**config.mk**
```make
export PLATFORM = sky130hd
export DESIGN_NAME = pcs_receive_ordered_set
export DESIGN_NICKNAME = d
export VERILOG_FILES = /design/src/rtl/pcs_pkg.sv /design/src/rtl/pcs_sat_counter.sv /design/src/rtl/pcs_receive_ordered_set.sv
export SDC_FILE = /design/constraint.sdc
export NUM_CORES = 1
export LEC_CHECK = 0
export ABC_AREA = 1
export ABC_CLOCK_PERIOD_IN_PS = 5200
export BUFFER_PORTS_ARGS = -buffer_cell sky130_fd_sc_hd__buf_4
export CAP_MARGIN = 25
export CORE_UTILIZATION = 61
export CTS_BUF_LIST = sky130_fd_sc_hd__clkbuf_4 sky130_fd_sc_hd__clkbuf_8 sky130_fd_sc_hd__clkbuf_16
export DETAILED_ROUTE_END_ITERATION = 16
export PLACE_DENSITY = 0.82
export SLEW_MARGIN = 0
export SYNTH_ARGS = -nofsm -noshare
export SYNTH_HDL_FRONTEND = slang
export SYNTH_SLANG_ARGS = --single-unit
```
**constraint.sdc**
```tcl
create_clock -name clk -period 5.2 [get_ports clk]
set_input_delay 0 -clock clk [delete_from_list [all_inputs] [get_ports clk]]
set_output_delay 0 -clock clk [all_outputs]
set_load 0.01 [all_outputs]
```
**src/rtl/pcs_pkg.sv**
```systemverilog
// Shared PCS definitions used by both the receive and transmit sides:
// 8b/10b control-code values, GMII substitution bytes and the receive
// ordered-set FSM state encoding.
package pcs_pkg;

  localparam logic [7:0] PCS_CODE_I = 8'hBC;  // idle
  localparam logic [7:0] PCS_CODE_S = 8'hFB;  // start of packet
  localparam logic [7:0] PCS_CODE_T = 8'hFD;  // end of packet
  localparam logic [7:0] PCS_CODE_R = 8'hF7;  // carrier extend
  localparam logic [7:0] PCS_CODE_E = 8'hFE;  // error propagation

  localparam logic [7:0] PCS_PREAMBLE      = 8'h55;  // replaces S on rxd
  localparam logic [7:0] PCS_FALSE_CARRIER = 8'h0E;  // rxd on a false carrier

  typedef enum logic [2:0] {
    ST_LINK_FAILED = 3'd0,
    ST_WAIT_IDLE   = 3'd1,
    ST_IDLE        = 3'd2,
    ST_RECEIVE     = 3'd3,
    ST_EOP         = 3'd4
  } pcs_rx_state_e;

  // True when the code group is the given control character.
  function automatic logic is_ctrl(input logic is_k, input logic [7:0] code,
                                   input logic [7:0] ctrl);
    return is_k && (code == ctrl);
  endfunction

endpackage

```
**src/rtl/pcs_sat_counter.sv**
```systemverilog
// 16-bit event counter that saturates at all-ones.
// Ports: clk, rst (async, active-high), inc (count one event),
//        clr (synchronous clear, wins over inc), count (current value).
module pcs_sat_counter (
  input  logic        clk,
  input  logic        rst,
  input  logic        inc,
  input  logic        clr,
  output logic [15:0] count
);

  logic [15:0] count_q;
  logic [15:0] count_d;

  always_comb begin
    count_d = count_q;
    if (clr) begin
      count_d = 16'h0000;
    end else if (inc && (count_q != 16'hFFFF)) begin
      count_d = count_q + 16'd1;
    end
  end

  always_ff @(posedge clk or posedge rst) begin
    if (rst) begin
      count_q <= 16'h0000;
    end else begin
      count_q <= count_d;
    end
  end

  assign count = count_q;

endmodule

```
**src/rtl/pcs_receive_ordered_set.sv**
```systemverilog
// PCS receive ordered-set decoder: turns aligned code groups into GMII-style
// rxd/rx_dv/rx_er, detects frame boundaries and keeps frame statistics.
// Ports:
//   clk, rst            clock and async active-high reset
//   rx_code, rx_is_k    received code group and its control flag
//   rx_code_valid       qualifies rx_code; invalid cycles hold all state
//   sync_status         code-group alignment lock
//   rxd, rx_dv, rx_er   registered receive byte / valid / error
//   rx_idle             FSM is in IDLE
//   frame_done          one-cycle pulse on a T,R frame end
//   frame_len           data-byte count of the last completed frame
//   pkt_count           completed frames (saturating)
//   err_count           error events (saturating)
//   dbg_state           current FSM state
module pcs_receive_ordered_set
  import pcs_pkg::*;
#(
  parameter int MAX_LEN = 1522
) (
  input  logic        clk,
  input  logic        rst,
  input  logic [7:0]  rx_code,
  input  logic        rx_is_k,
  input  logic        rx_code_valid,
  input  logic        sync_status,
  output logic [7:0]  rxd,
  output logic        rx_dv,
  output logic        rx_er,
  output logic        rx_idle,
  output logic        frame_done,
  output logic [10:0] frame_len,
  output logic [15:0] pkt_count,
  output logic [15:0] err_count,
  output logic [2:0]  dbg_state
);

  localparam logic [10:0] MAX_LEN_C = 11'(MAX_LEN);

  pcs_rx_state_e state_q, state_d;
  logic [7:0]    rxd_q, rxd_d;
  logic          rx_dv_q, rx_dv_d;
  logic          rx_er_q, rx_er_d;
  logic          frame_done_q, frame_done_d;
  logic [10:0]   frame_len_q, frame_len_d;
  logic [10:0]   byte_cnt_q, byte_cnt_d;
  logic          err_inc;
  logic          pkt_inc;

  always_comb begin
    state_d      = state_q;
    rxd_d        = rxd_q;
    rx_dv_d      = 1'b0;
    rx_er_d      = 1'b0;
    frame_done_d = 1'b0;
    frame_len_d  = frame_len_q;
    byte_cnt_d   = byte_cnt_q;
    err_inc      = 1'b0;
    pkt_inc      = 1'b0;

    if (rx_code_valid) begin
      rxd_d = 8'h00;
      if (!sync_status) begin
        // Losing lock mid-frame is reported once as a receive error.
        state_d = ST_LINK_FAILED;
        if (state_q == ST_RECEIVE) begin
          rx_er_d = 1'b1;
          err_inc = 1'b1;
        end
      end else begin
        unique case (state_q)
          ST_LINK_FAILED: state_d = ST_WAIT_IDLE;
          ST_WAIT_IDLE: begin
            if (is_ctrl(rx_is_k, rx_code, PCS_CODE_I)) state_d = ST_IDLE;
          end
          ST_IDLE: begin
            if (is_ctrl(rx_is_k, rx_code, PCS_CODE_I)) begin
              state_d = ST_IDLE;
            end else if (is_ctrl(rx_is_k, rx_code, PCS_CODE_S)) begin
              state_d    = ST_RECEIVE;
              rxd_d      = PCS_PREAMBLE;
              rx_dv_d    = 1'b1;
              byte_cnt_d = 11'd0;
            end else begin
              state_d = ST_WAIT_IDLE;
              rxd_d   = PCS_FALSE_CARRIER;
              rx_er_d = 1'b1;
              err_inc = 1'b1;
            end
          end
          ST_RECEIVE: begin
            if (!rx_is_k) begin
              rxd_d   = rx_code;
              rx_dv_d = 1'b1;
              if (byte_cnt_q == MAX_LEN_C) begin
                // Oversize frame: flag it and drop back to hunting for idle.
                rx_er_d = 1'b1;
                err_inc = 1'b1;
                state_d = ST_WAIT_IDLE;
              end else begin
                byte_cnt_d = byte_cnt_q + 11'd1;
              end
            end else if (rx_code == PCS_CODE_T) begin
              state_d = ST_EOP;
            end else if (rx_code == PCS_CODE_I) begin
              rx_er_d = 1'b1;
              err_inc = 1'b1;
              state_d = ST_IDLE;
            end else begin
              // E and any unexpected control code: error inside the frame.
              rxd_d   = rx_code;
              rx_dv_d = 1'b1;
              rx_er_d = 1'b1;
              err_inc = 1'b1;
            end
          end
          ST_EOP: begin
            if (is_ctrl(rx_is_k, rx_code, PCS_CODE_R)) begin
              frame_done_d = 1'b1;
              frame_len_d  = byte_cnt_q;
              pkt_inc      = 1'b1;
              state_d      = ST_IDLE;
            end else begin
              err_inc = 1'b1;
              state_d = ST_WAIT_IDLE;
            end
          end
          default: state_d = ST_LINK_FAILED;
        endcase
      end
    end
  end

  always_ff @(posedge clk or posedge rst) begin
    if (rst) begin
      state_q      <= ST_LINK_FAILED;
      rxd_q        <= 8'h00;
      rx_dv_q      <= 1'b0;
      rx_er_q      <= 1'b0;
      frame_done_q <= 1'b0;
      frame_len_q  <= 11'd0;
      byte_cnt_q   <= 11'd0;
    end else begin
      state_q      <= state_d;
      rxd_q        <= rxd_d;
      rx_dv_q      <= rx_dv_d;
      rx_er_q      <= rx_er_d;
      frame_done_q <= frame_done_d;
      frame_len_q  <= frame_len_d;
      byte_cnt_q   <= byte_cnt_d;
    end
  end

  pcs_sat_counter u_pkt_cnt (
    .clk   (clk),
    .rst   (rst),
    .inc   (pkt_inc),
    .clr   (1'b0),
    .count (pkt_count)
  );

  pcs_sat_counter u_err_cnt (
    .clk   (clk),
    .rst   (rst),
    .inc   (err_inc),
    .clr   (1'b0),
    .count (err_count)
  );

  assign rxd        = rxd_q;
  assign rx_dv      = rx_dv_q;
  assign rx_er      = rx_er_q;
  assign rx_idle    = (state_q == ST_IDLE);
  assign frame_done = frame_done_q;
  assign frame_len  = frame_len_q;
  assign dbg_state  = state_q;

endmodule

```
Word level (Yosys, flattened, before mapping)
Cells that the tools add are included.
{"block": "word_totals", "regBits": 68, "in_bits": 13, "output_inout_bits": 58, "elab_cells": 87}
{"block": "op_classes", "add_sub_neg": 3, "eq_ne": 18, "muxes": 47, "reduce_logical": 10}
{"op": "two-way mux 11 bit", "n": 4}
{"op": "adder 16 x 1 -> 16 bit (second input constant)", "n": 2}
{"op": "equality test 8 bit (second input constant)", "n": 4}
{"op": "two-way mux 8 bit", "n": 4}
{"op": "inequality test 16 bit (second input constant)", "n": 2}
{"op": "two-way mux 1 bit", "n": 22}
{"op": "case mux 11 bit (2 select lines)", "n": 1}
{"op": "two-way mux 3 bit", "n": 6}
{"op": "case mux 8 bit (2 select lines)", "n": 1}
{"op": "case mux 3 bit (5 select lines)", "n": 1}
{"op": "two-way mux 7 bit", "n": 2}
{"op": "adder 11 x 1 -> 11 bit (second input constant)", "n": 1}
{"op": "equality test 11 bit (second input constant)", "n": 1}
{"op": "AND reduction 4 bit", "n": 2}
{"op": "AND reduction 7 bit", "n": 1}
{"op": "equality test 3 x 2 -> 1 bit (second input constant)", "n": 2}
{"op": "two-way mux 2 bit", "n": 3}
{"op": "inequality test 2 bit (second input constant)", "n": 3}
{"op": "logical AND 1 bit", "n": 5}
{"op": "inequality test 5 x 3 -> 1 bit (second input constant)", "n": 1}
{"op": "inequality test 4 x 3 -> 1 bit (second input constant)", "n": 1}
{"op": "case mux 1 bit (2 select lines)", "n": 2}
{"op": "equality test 3 x 1 -> 1 bit (second input constant)", "n": 1}
{"op": "equality test 3 bit (second input constant)", "n": 1}
{"op": "other kinds (5)", "n": 5}

Depth between registers and ports, before layout
{"block": "depth", "word_depth": 8, "depth_mapped": 12, "ltp_nobuf": 11}

Hierarchy
A second synthesis with hierarchy kept.
{"block": "hier_totals", "hier_cells": 611, "hier_area_um2": 4274.1}
{"module": "pcs_receive_ordered_set", "instances": 1, "cells_per_inst": 293, "area_each_um2": 2123.3, "seq_area_each_um2": 900.9}
{"module": "pcs_sat_counter (u_pkt_cnt)", "instances": 1, "cells_per_inst": 159, "area_each_um2": 1083.5, "seq_area_each_um2": 400.4}
{"module": "pcs_sat_counter (u_err_cnt)", "instances": 1, "cells_per_inst": 159, "area_each_um2": 1067.3, "seq_area_each_um2": 400.4}

Worst setup path before layout
OpenSTA, ideal clock, no wires.
{"block": "synth_timing", "kind": "register -> register", "from": "reg state_q[2] (netlist: dbg_state[2])", "to": "reg u_err_cnt.count_q[10] (netlist: u_err_cnt.count[10])", "setup_ns": 0.117, "arrival_time_ns": 1.538, "required_ns": 5.083, "slack_ns": 3.545, "path_stages_with_launch": 8, "path_buffers": 1, "period_less_slack_ns": 1.655, "cell_sequence": "dfrtp_1 > nor3_2 > nand3_2 > nand4_4 > buf_6 > nand3_1 > nand2_1 > nand2_1"}
{"block": "synth_via", "elab_chain_cells": 5, "word_cells_on_any_way": 8, "classes_between": "eq/ne (3); mux (4); reduce/logical (1)"}
{"element": "start: declaration", "line_no": "pcs_receive_ordered_set.sv:39", "rtl": "pcs_rx_state_e state_q, state_d;"}
{"element": "start signal: assignment", "line_no": "pcs_receive_ordered_set.sv:143", "rtl": "state_q <= state_d;"}
{"element": "equality test 3 x 2 -> 1 bit"}
{"element": "net rx_idle", "line_no": "pcs_receive_ordered_set.sv:29", "rtl": "output logic rx_idle,"}
{"element": "case mux 1 bit (3 select lines)", "line_no": "pcs_receive_ordered_set.sv:70", "rtl": "unique case (state_q)"}
{"element": "two-way mux 1 bit", "line_no": "pcs_receive_ordered_set.sv:62", "rtl": "if (!sync_status) begin"}
{"element": "two-way mux 1 bit", "line_no": "pcs_receive_ordered_set.sv:60", "rtl": "if (rx_code_valid) begin"}
{"element": "logical AND 1 bit", "line_no": "pcs_sat_counter.sv:19", "rtl": "end else if (inc && (count_q != 16'hFFFF)) begin"}
{"element": "end signal: assignment", "line_no": "pcs_sat_counter.sv:28", "rtl": "count_q <= count_d;"}
{"element": "end: declaration", "line_no": "pcs_sat_counter.sv:12", "rtl": "logic [15:0] count_q;"}
The timed path passes the listed nets, and every way through them passes these cells.
A chain may end at the register's enable or synchronous reset.

Worst setup path after layout
{"block": "layout_timing", "from": "reg state_q[2] (netlist: dbg_state[2])", "to": "reg rxd_q[4] (netlist: rxd[4])"}
{"block": "layout_via", "elab_chain_cells": 3, "word_cells_on_any_way": 4, "classes_between": "eq/ne (2); mux (2)"}
{"element": "equality test 3 x 2 -> 1 bit", "line_no": "pcs_receive_ordered_set.sv:70"}
{"element": "case mux 8 bit (2 select lines) (*)", "line_no": "pcs_receive_ordered_set.sv:70"}
{"element": "two-way mux 8 bit (*)", "line_no": "pcs_receive_ordered_set.sv:62"}
{"element": "end signal: assignment", "line_no": "pcs_receive_ordered_set.sv:144", "rtl": "rxd_q <= rxd_d;"}
{"element": "end: declaration", "line_no": "pcs_receive_ordered_set.sv:40", "rtl": "logic [7:0] rxd_q, rxd_d;"}
Every way passes the cells marked *; elsewhere a longest branch is shown, timed or not.

==> summary.md <==
| Metric | Value |
|---|---|
| Final Util | `0.770` |
| Synth top area share | `0.428` |
| CTS tree | `done` |
| Drt first-iter violations | `173` |
| Post-layout instance area | `4860 µm²` |
| CTS Root Cell | `clkbuf_8` |
| Net Sw Power | `between 0.5 and 0.6 mW` |
| Tot Pwr | `roughly 1.5 mW` |
| Worst Path Max Fanout | `7` |
| Post-route ant nets | `0` |
| TritonCTS Buffers | `9` |
| F_max | `0.443 GHz` |
| Drt pass-1 iters | `5` |
| Post-CTS Resized | `0` |
| Final worst path period need | `between 2 and 2.5 ns` |
| Vias per cell | `5.43` |
| Die area | `about 6900 µm²` |
| Fin cells | `692` |
| Post-CTS setup buffers | `0` |
| Clock skew | `0.00836 ns` |
| RSZ-0062 raised after global routing | `no` |
| Largest area contributor in the netlist | `dfrtp_1` |
| Critical path launch point type | `flip-flop` |
| Vias | `between 3000 and 4000` |
| Worst Setup End Kind | `flip-flop` |
| Multi-input gate area | `roughly 1900 µm²` |
| Cell variety after synth | `33` |
| Seq/Total Area, Yosys | `0.428` |
| Final worst slack | `2.94 ns` |
| Die width | `82.8 µm` |
| Nets | `about 630` |
| Max_slew headroom | `0.436` |
| Post-synth EDFFs | `0` |
| Dpl cells | `around 670` |
| # port buffers | `70` |
| Initial antenna violation count | `0` |
| Skew-Pair Late Insertion Delay | `0.35 ns` |
| GRT Residual Overflow | `0` |
| # clock sinks | `approximately 70` |
| Core area | `6310 µm²` |
| # fillers | `495` |
| Internal Power | `between 1 and 1.5 mW` |
| Pwr/cell area | `319 nW/µm²` |
| Clk pin slew, worst setup/hold paths | `roughly 0.08 ns` |
| Hold Slack | `0.0325 ns` |
| Synthesized area per cell | `7.51 µm²` |
| Leading cell types by count after synthesis | `148 x nand2_1, 68 x dfrtp_1, 68 x inv_1` |
| Final WL | `9.50 mm` |
| Die Y | `82.8 µm` |
| Final setup fails | `0` |
| Combinational group share of total power | `0.241` |
| Clk pwr share | `0.328` |
| Count leader, synth | `nand2_1` |
| TNS Setup | `0 ns` |
| Pleak | `2.33 nW` |
| Status | `complete, no violations` |
| Post-DP Area | `4520 µm²` |
| Area Overhead vs Synth | `22.2%` |
| Number of global-route vias before repair | `between 3000 and 4000` |
| Post-Syn Nets | `between 500 and 600` |
| Arr. time, crit path | `2.54 ns` |
| H-tree depth | `3` |
| Seq pwr share | `0.431` |
| Worst VDD drop | `282 µV` |
| Post-synthesis cell count | `530` |
| Post-synthesis register bit count | `68` |
| Fin crit share | `0.434` |
| DR WL/cell | `13.7 µm` |
| Post-DP HPWL | `6.47 mm` |
| Sw Ratio | `0.343` |
| WS Path Type | `reg -> reg` |
| Async set or reset register ratio after synthesis | `1.00` |
| First-pass GRT wire length | `15.2 mm` |
| Gpl congestion | `around 0.9` |
| Yosys warns | `0` |
| Max cap viols | `0` |
| Share of cells above drive strength 1 | `0.182` |
| Reg area | `about 1700 µm²` |
| Hold Fails Final Rpt | `0` |
| IO Pins | `71` |
| Initial Util | `0.630` |
| Overall Global Routing Usage | `0.295` |
| Diodes inserted | `0` |
| Longest Clk Path Bufs | `2` |
| Mapped Area | `~4000 µm²` |
| Row Count | `29` |
| Drt drc | `0` |
| Post-Place Worst Slack | `3.16 ns` |
| Worst slew pin tran | `0.845 ns` |
| Slew Limit Fails | `0` |
| WP data required | `5.48 ns` |
| Largest net degree at the start of global routing | `69` |
| Largest cells by area after synthesis | `dfrtp_1 43%, nand2_1 14%, inv_1 6.4%` |
| Type of the worst min-delay path | `in -> reg` |
| Synth Flop Type | `dfrtp_1` |
## what timing repair did
item,CTS,global route
endpoints found under the hold margin,78,0
setup endpoints to repair,0,0
hold buffers,11,0
## cell families after synthesis
family,synth area share
and+or+nand+nor,0.344
buffers and inverters,0.0893
DFF,0.428
AOI/OAI and AO/OA,0.0648
xor gates and xnor gates,0.0616
adders and majority gates,0.0126
## registers in the layout, summed over array words and instances (netlist names)
register / flops
u_pkt_cnt.count: 16
rxd: 8
dbg_state: 3
frame_done: 1
rx_dv: 1
rx_er: 1
frame_len: 11
byte_cnt_q: 11
u_err_cnt.count: 16
## worst paths after layout
path	start	end	slack [ns]	cells past startpoint
max	dbg_state[2]$_DFFE_PP0P_	rxd[4]$_DFFE_PP0P_	2.94	6
min	rx_code[3]	frame_done$_DFF_PP0_	0.03	4
max reg2reg	dbg_state[2]$_DFFE_PP0P_	rxd[4]$_DFFE_PP0P_	2.94	6
min reg2reg	frame_len[8]$_DFFE_PP0P_	frame_len[8]$_DFFE_PP0P_	0.51	2
max in group asynchronous	rst	byte_cnt_q[2]$_DFFE_PP0P_	4.18	4
min in group asynchronous	rst	u_err_cnt.count[7]$_DFFE_PP0P_	0.46	4
## critical path: stages (launching register included)
cell and delay, ns:
dfrtp_1 0.50, nor3_2 0.46, nand4_1 0.23, a21boi_1 0.23
nand2_1 0.10, o21ai_1 0.10, dlygate4sd3_1 0.58
## layout make-up
class                   count  share of cell area
multi-input cells         377               0.395
flip-flops and latches     68               0.350
repair buffers             82               0.132
inverters                  72              0.0556
clock buffers              11              0.0298
well taps                  77              0.0198
clock inverters             5              0.0172
## cell usage in the layout, fill, tap and decap left out, types with 4 or more instances in the layout
cell             n
nand2_1        148
nand3_1         36
xnor2_1          8
nand4_1         25
inv_1           67
ha_1             4
nor3_1          15
o21ai_0         15
nand3_2          4
xor2_1          20
dfrtp_1         68
o21ai_1         29
clkbuf_8        10
buf_4           71
inv_2            5
nor2_1          49
nor2_4           4
dlygate4sd3_1   11
## layer usage
layer  global-route usage  routed length [µm]
met1                0.382                4100
met2                0.480                4610
met3               0.0514                 576
met4                0.136                 219
met5                    0                   0
## power by group through the flow
stage          combinational [mW]  clock (mW)  sequential, mW
2_1_floorplan               0.245           0           0.669
3_3_place_gp                0.347           0           0.669
3_5_place_dp                0.354           0           0.674
4_1_cts                     0.368       0.510           0.666
5_1_grt                     0.417       0.533           0.679
6_report                    0.374       0.508           0.668
Note: power is estimated with default switching activity, not from simulation.
